$ cat config.mk
export PLATFORM = sky130hd
export DESIGN_NAME = acc_core
export DESIGN_NICKNAME = d
export VERILOG_FILES = /design/src/rtl/acc_core.sv
export SDC_FILE = /design/constraint.sdc
export NUM_CORES = 2
export LEC_CHECK = 0
export BUFFER_PORTS_ARGS = -buffer_cell sky130_fd_sc_hd__buf_2
export CAP_MARGIN = 20
export CORE_MARGIN = 2
export CORE_UTILIZATION = 30
export CTS_BUF_LIST = sky130_fd_sc_hd__clkbuf_8
export CTS_CLUSTER_DIAMETER = 50
export DETAILED_ROUTE_END_ITERATION = 8
export GPL_TIMING_DRIVEN = 0
export SYNTH_ARGS = -nofsm -noshare
export SYNTH_HDL_FRONTEND = slang
export SYNTH_SLANG_ARGS = --single-unit
$ cat constraint.sdc
create_clock -name clk -period 11.72 [get_ports clk]
set_clock_uncertainty 0.15 [all_clocks]
set_input_delay 0.586 -clock clk [delete_from_list [all_inputs] [get_ports clk]]
set_output_delay 0.586 -clock clk [all_outputs]
set_load 0.02 [all_outputs]
$ cat src/rtl/acc_core.sv
// acc_core: accumulator datapath with NAND/add/shift ALU, registered-read memory and op/valid/ready handshake
module acc_core #(
    parameter int WIDTH  = 16,
    parameter int ADDR_W = 8
) (
    input  logic             clk,
    input  logic             rst_n,
    input  logic             op_valid,
    output logic             op_ready,
    input  logic [2:0]       op,
    input  logic [WIDTH-1:0] arg,
    output logic [WIDTH-1:0] bus,
    output logic             is_zero,
    output logic             carry,
    output logic             done
);
    typedef enum logic {IDLE, MEM} state_t;

    state_t            state, state_next;
    logic              ready_q;
    logic [2:0]        op_q;
    logic [WIDTH-1:0]  acc;
    logic [WIDTH-1:0]  rd_data;
    logic [WIDTH-1:0]  mem [0:(2**ADDR_W)-1];
    logic [ADDR_W-1:0] addr;
    logic [2:0]        cur_op;
    logic [WIDTH-1:0]  nxt_acc;
    logic              nxt_carry;
    logic [WIDTH:0]    sum;
    logic              accept, is_mem_op, exec, wr_en, upd_zero;

    assign op_ready  = ready_q && state == IDLE;
    assign accept    = op_valid && op_ready;
    assign is_mem_op = op == 3'd2 || op == 3'd4 || op == 3'd7;
    assign exec      = (accept && !is_mem_op) || state == MEM;
    assign cur_op    = state == MEM ? op_q : op;
    assign addr      = arg[ADDR_W-1:0];
    assign wr_en     = accept && op == 3'd3;
    assign upd_zero  = cur_op != 3'd0 && cur_op != 3'd3;
    assign sum       = {1'b0, acc} + {1'b0, rd_data};
    assign bus       = acc;

    // Next state: memory-operand ops take one extra cycle in MEM
    always_comb begin
        state_next = state == MEM ? IDLE : (accept && is_mem_op ? MEM : IDLE);
    end

    // ALU: operand comes from arg (immediate) or the registered memory read
    always_comb begin
        nxt_acc   = acc;
        nxt_carry = carry;
        case (cur_op)
            3'd1: nxt_acc = arg;
            3'd2: nxt_acc = rd_data;
            3'd4: nxt_acc = ~(acc & rd_data);
            3'd5: {nxt_carry, nxt_acc} = {acc, 1'b0};
            3'd6: {nxt_acc, nxt_carry} = {1'b0, acc};
            3'd7: {nxt_carry, nxt_acc} = sum;
            default: ;
        endcase
    end

    // Control and architectural state; ready rises one cycle after reset release
    always_ff @(posedge clk or negedge rst_n) begin
        if (!rst_n) begin
            state   <= IDLE;
            ready_q <= 1'b0;
            op_q    <= '0;
            acc     <= '0;
            is_zero <= 1'b1;
            carry   <= 1'b0;
            done    <= 1'b0;
        end else begin
            state   <= state_next;
            ready_q <= 1'b1;
            done    <= exec;
            if (accept)
                op_q <= op;
            if (exec) begin
                acc   <= nxt_acc;
                carry <= nxt_carry;
                if (upd_zero)
                    is_zero <= nxt_acc == '0;
            end
        end
    end

    // Single-port memory: synchronous write, read data registered on acceptance
    always_ff @(posedge clk) begin
        if (wr_en)
            mem[addr] <= acc;
        if (accept)
            rd_data <= mem[addr];
    end
endmodule
* After elaboration in Yosys (flattened, before gate mapping)
Memory sizes are Yosys's and may differ from the RTL's. A register that Yosys moved wholly into a read port is not among the register bits.
Index checks and enable logic that the tools add are counted.
** Storage, ports and cells
- Logic and storage cells :: 45
- Output and inout bits :: 20
- Memory bits (writable) :: 4096
- Memories :: 1
- Bits of input ports :: 22
- Register bits after elaboration :: 24
** Memories
- mem :: depth 256, bits a word 16, read ports 1, clocked after memory_dff 1, write ports 1, line 24 : logic [WIDTH-1:0] mem [0:(2**ADDR_W)-1];
** Cells by class
- Bitwise operators :: 3
- Multiplexer cells :: 7
- Equal/unequal tests :: 11
- Reduce and logical (&&, ||, !) cells :: 15
- $add $sub $neg :: 1
** Operators with widths (number)
- $pmux W16 S6 :: 1
- $eq A3 B3 Y1 const B :: 6
- $add A16 B16 Y17 :: 1
- $and A16 B16 Y16 :: 1
- $logic_not A16 Y1 :: 1
- $not A16 Y16 :: 1
- $eq A3 B2 Y1 const B :: 3
- $logic_and A1 B1 Y1 :: 6
- $reduce_bool A3 Y1 :: 2
- $mux W1 :: 4
- $reduce_and A2 Y1 :: 2
- $eq A3 B1 Y1 const B :: 1
- $logic_or A1 B1 Y1 :: 3
- $mux W3 :: 1
- $ne A3 B2 Y1 const B :: 1
- $pmux W1 S3 :: 1
- $logic_not A1 Y1 :: 1
- $not A1 Y1 :: 1

* Depth between registers and ports, before layout
- Depth in word-level cells :: 7
- Mapped depth :: 12
- Gate-level depth less buffers :: 11

* Least setup slack after synthesis
Ideal clock, no wire load.
- Kind :: register to register
- Start :: register acc[0] (netlist: bus[0])
- End :: register carry
- Setup slack :: 5.799 ns
- Path buffers :: 0
- Stages on the path, launching flop included :: 12
- Arrival time :: 5.679 ns
- Setup time :: 0.091 ns
- Data required time :: 11.479 ns
- Period minus slack after synthesis :: 5.921 ns
- Cell sequence :: dfrtp_1 ha_1 inv_1 fa_1 nor2b_1 o31ai_1 a211o_1 a21oi_1 o21ai_0 a21oi_1 o211ai_1 a41oi_1
** Between the ends
- Longest elaborated chain between the ends :: 2
** RTL lines
- from (decl) :: line 22 : logic [WIDTH-1:0] acc;
- from (signal assigned) :: line 80 : acc <= nxt_acc;
- $add A16 B16 Y17 :: line 40 : assign sum = {1'b0, acc} + {1'b0, rd_data};
- $pmux W1 S3 * :: line 52 : case (cur_op)
- to (signal assigned) :: line 81 : carry <= nxt_carry;
- to (decl) :: line 14 : output logic carry,
Every way passes the cells marked *; elsewhere a longest branch is shown, timed or not.
A chain may end at the register's enable or synchronous reset.

* Final worst setup path
- Start :: input port arg[1]
- End :: memory mem[131][10], enable pin
** RTL lines
- from (decl) :: line 11 : input logic [WIDTH-1:0] arg,
- to (decl) :: line 24
Straight into the memory's write port.

==> metrics <==
Final Instance Count excl. Fillers=15200; Die Span X=734 µm; top library cells by usage in the layout, fill and taps aside=4112 x edfxtp_1, 1310 x mux4_2, 666 x clkbuf_8; Synth Area in Compound Gates=0.921%; count of nets left with antenna violations after detail routing=0; total grt overflow=0; CTS resizes=0; hold violation count in the final report=0; worst-case register-to-register setup slack=6100 ps; Placed Instances=13900; share of layout cells above drive strength 1=36.9%; arithmetic-cell share of the synthesized area counting full adders, half adders and majority gates=0.138%; distinct cell type count after synthesis=73; TritonCTS Sinks=4136; synthesized net count=6653; post-route minimum period=6280 ps; Port Buffers=33; met2 track utilization from global routing=32.8%; Detail Placement HPWL=418000 µm; area of the core=0.532 mm²; number of antenna violations at the first check in global routing=76; netlist area before placement=0.160 mm²; All-Layer GR Usage=22.4%; fraction of the mapped netlist area in simple logic gates=1.36%; startpoint types=primary input; busiest layer in global routing=met2; worst slew margin relative to its limit=16.0%; per-instance average area after synthesis=24.2 µm²; ports placed on the boundary=42; insertion delay to the later sink of the worst-skew pair=1300 ps; total via count after detailed routing=87800; met1 demand-to-capacity share in global routing=28.4%; synth-to-layout area growth=18.0%; flip-flop and latch count after synthesis=4136; TritonCTS Buffers=662; vias per cell=5.79; post-synthesis async set-or-reset flop share=0.580%; top fanout value on the critical path=10; Initial Utilization=30.1%; static leakage=0.0580 µW; TritonCTS clock tree=built; wire length of the first global-routing pass=795000 µm; Residual DRC=0; worst path required time=12520 ps; Power per Cell Area=179 mW/mm²; total of max-cap violations=0; Reg2Reg Launch Point=state$_DFF_PN0_; cells after synthesis=6614; total number of H-tree levels=6; height of the die=734 µm; met3 track demand over resource in global routing=9.10%; run status=completed; Total Negative Setup Slacks=0 ps; final layout net count=7652; achievable frequency=159 MHz; Peak VDD IR=0.000225 V; final critical-path share of the clock period=53.6%; pin count of the biggest net entering global routing=119; wire length reported by the detailed router=622000 µm; XOR/XNOR Fraction of Synth Area=0.0219%; most common library cell in the layout ignoring fill and taps=edfxtp_1; number of detailed-routing iterations run before antenna repair=7; endpoint of the worst setup timing path=mem[131][10]$_DFFE_PP_; share of cell area taken by muxes after synthesis=18.8%; predominant post-synthesis flop cell=edfxtp_1; depth of the worst register-to-register path=10; cell at the root of the clock tree=clkbuf_8; Final Max Slew Viols=0; num rows=268; sequential area share after synthesis=77.6%; GP Congestion=1.00; final setup vio count=0; Synth warnings=0; number of design-rule violations left by the first detailed-router iteration=18600; number of global-route vias before repair=82700; main combinational cell family by area after synthesis=multiplexers; RSZ-0062 raised after global routing=no; number of enable flip-flop cells after synthesis=4112; clock buffer depth=4; startpoint of the most critical hold path=arg[10]; Critical Path Source=arg[1]; transition time at the pin with the least slew margin=1230 ps; path type of the worst setup path=in -> reg; clock-pin slew on the worst setup and hold paths=60 ps; reg2reg end=mem[138][5]$_DFFE_PP_; class of the worst hold path=in -> reg; WL/cell=41.0 µm; Crit path arrival time=7080 ps; die outline area=0.539 mm²; type of destination of the critical path=register
worst max-delay path, stage by stage:
cell and delay (ps):
buf_2 380, buf_2 630, buf_1 560, buf_16 230, clkbuf_2 590, clkbuf_1 880
nand3_1 1130, clkbuf_2 820, nor2_2 870, buf_8 250
sequential cells by signal (all words and copies together), names as in the netlist:
name / count
is_zero: 1
mem: 4096
carry: 1
state: 1
rd_data: 16
ready_q: 1
op_q: 3
done: 1
bus: 16
per-stage QoR:
step / utilization (%) / power, µW / hold slack [ps] / setup WS (ps) / cell area (µm²)
2_1_floorplan: - / 20500 / 140 / 5800 / 160000
3_3_place_gp: 31.7 / 22700 / 378 / 1630 / 169000
3_5_place_dp: 33.1 / 22400 / 377 / 4580 / 176000
4_1_cts: 35.4 / 33600 / 43.6 / 5880 / 188000
5_1_grt: 35.4 / 34500 / 138 / 5790 / 189000
6_report: 35.5 / 33800 / 101 / 5440 / 189000
cells in the mapped netlist, types with 9 or more instances:
master	instances	area (µm²)
a21oi_1	39	195
a22oi_1	22	165
a31oi_1	9	56.3
buf_1	32	120
buf_2	91	455
buf_4	43	323
buf_6	14	158
clkbuf_1	191	717
dfrtp_1	23	576
edfxtp_1	4112	123000
ha_1	16	200
inv_1	14	52.6
mux2_2	16	180
mux2i_1	33	330
mux4_2	1310	29500
nand2_1	67	251
nand3_1	43	215
nand4_1	15	93.8
nor2_1	308	1160
nor2b_1	14	87.6
nor3_1	17	85.1
o21ai_0	32	160
power breakdown:
group          switching, µW  internal [µW]  total [µW]
Sequential               354          17900       18300
Combinational           3000           1010        4010
Clock                   5990           5520       11500
per-layer routing:
layer	wire length, µm	vias up	share of wire (%)
met1	213000	47200	34
li1	-	30900	-
met5	280	-	0.045
met4	38500	38	6.2
met3	100000	1482	16
met2	270000	8147	43
layout make-up:
| type | instances | area [µm²] |
|---|---|---|
| timing repair buffer | 335 | 6380 |
| clock buffer | 666 | 9170 |
| inverter | 15 | 56.3 |
| antenna | 20 | 50.0 |
| buffer | 371 | 1940 |
| sequential | 4136 | 124000 |
| clock inverter | 514 | 2680 |
| tap | 7020 | 8780 |
| multi-input combinational | 2092 | 35400 |
| fill | 48300 | 343000 |
what timing repair did:
item	in CTS	in global routing
buffers inserted	0	0
endpoints found under the hold margin	40	0
hold buffers	18	0
how the worst min path moves through the flow:
stage	to	depth (start not counted)	slack (ps)
2_1_floorplan	bus[0]$_DFFE_PN0P_	0	140
3_3_place_gp	is_zero$_DFFE_PN1P_	2	380
3_5_place_dp	is_zero$_DFFE_PN1P_	2	380
4_1_cts	bus[10]$_DFFE_PN0P_	4	40
5_1_grt	bus[12]$_DFFE_PN0P_	4	140
6_report	bus[10]$_DFFE_PN0P_	4	100
cell families after synthesis:
group / count (synthesis)
AOI/OAI and AO/OA: 209
muxes: 1359
adders and majority gates: 17
other: 1
buffers and inverters: 386
xor gates and xnor gates: 4
DFF: 4136
and+or+nand+nor: 502
Power figures use the tool's default switching activity.
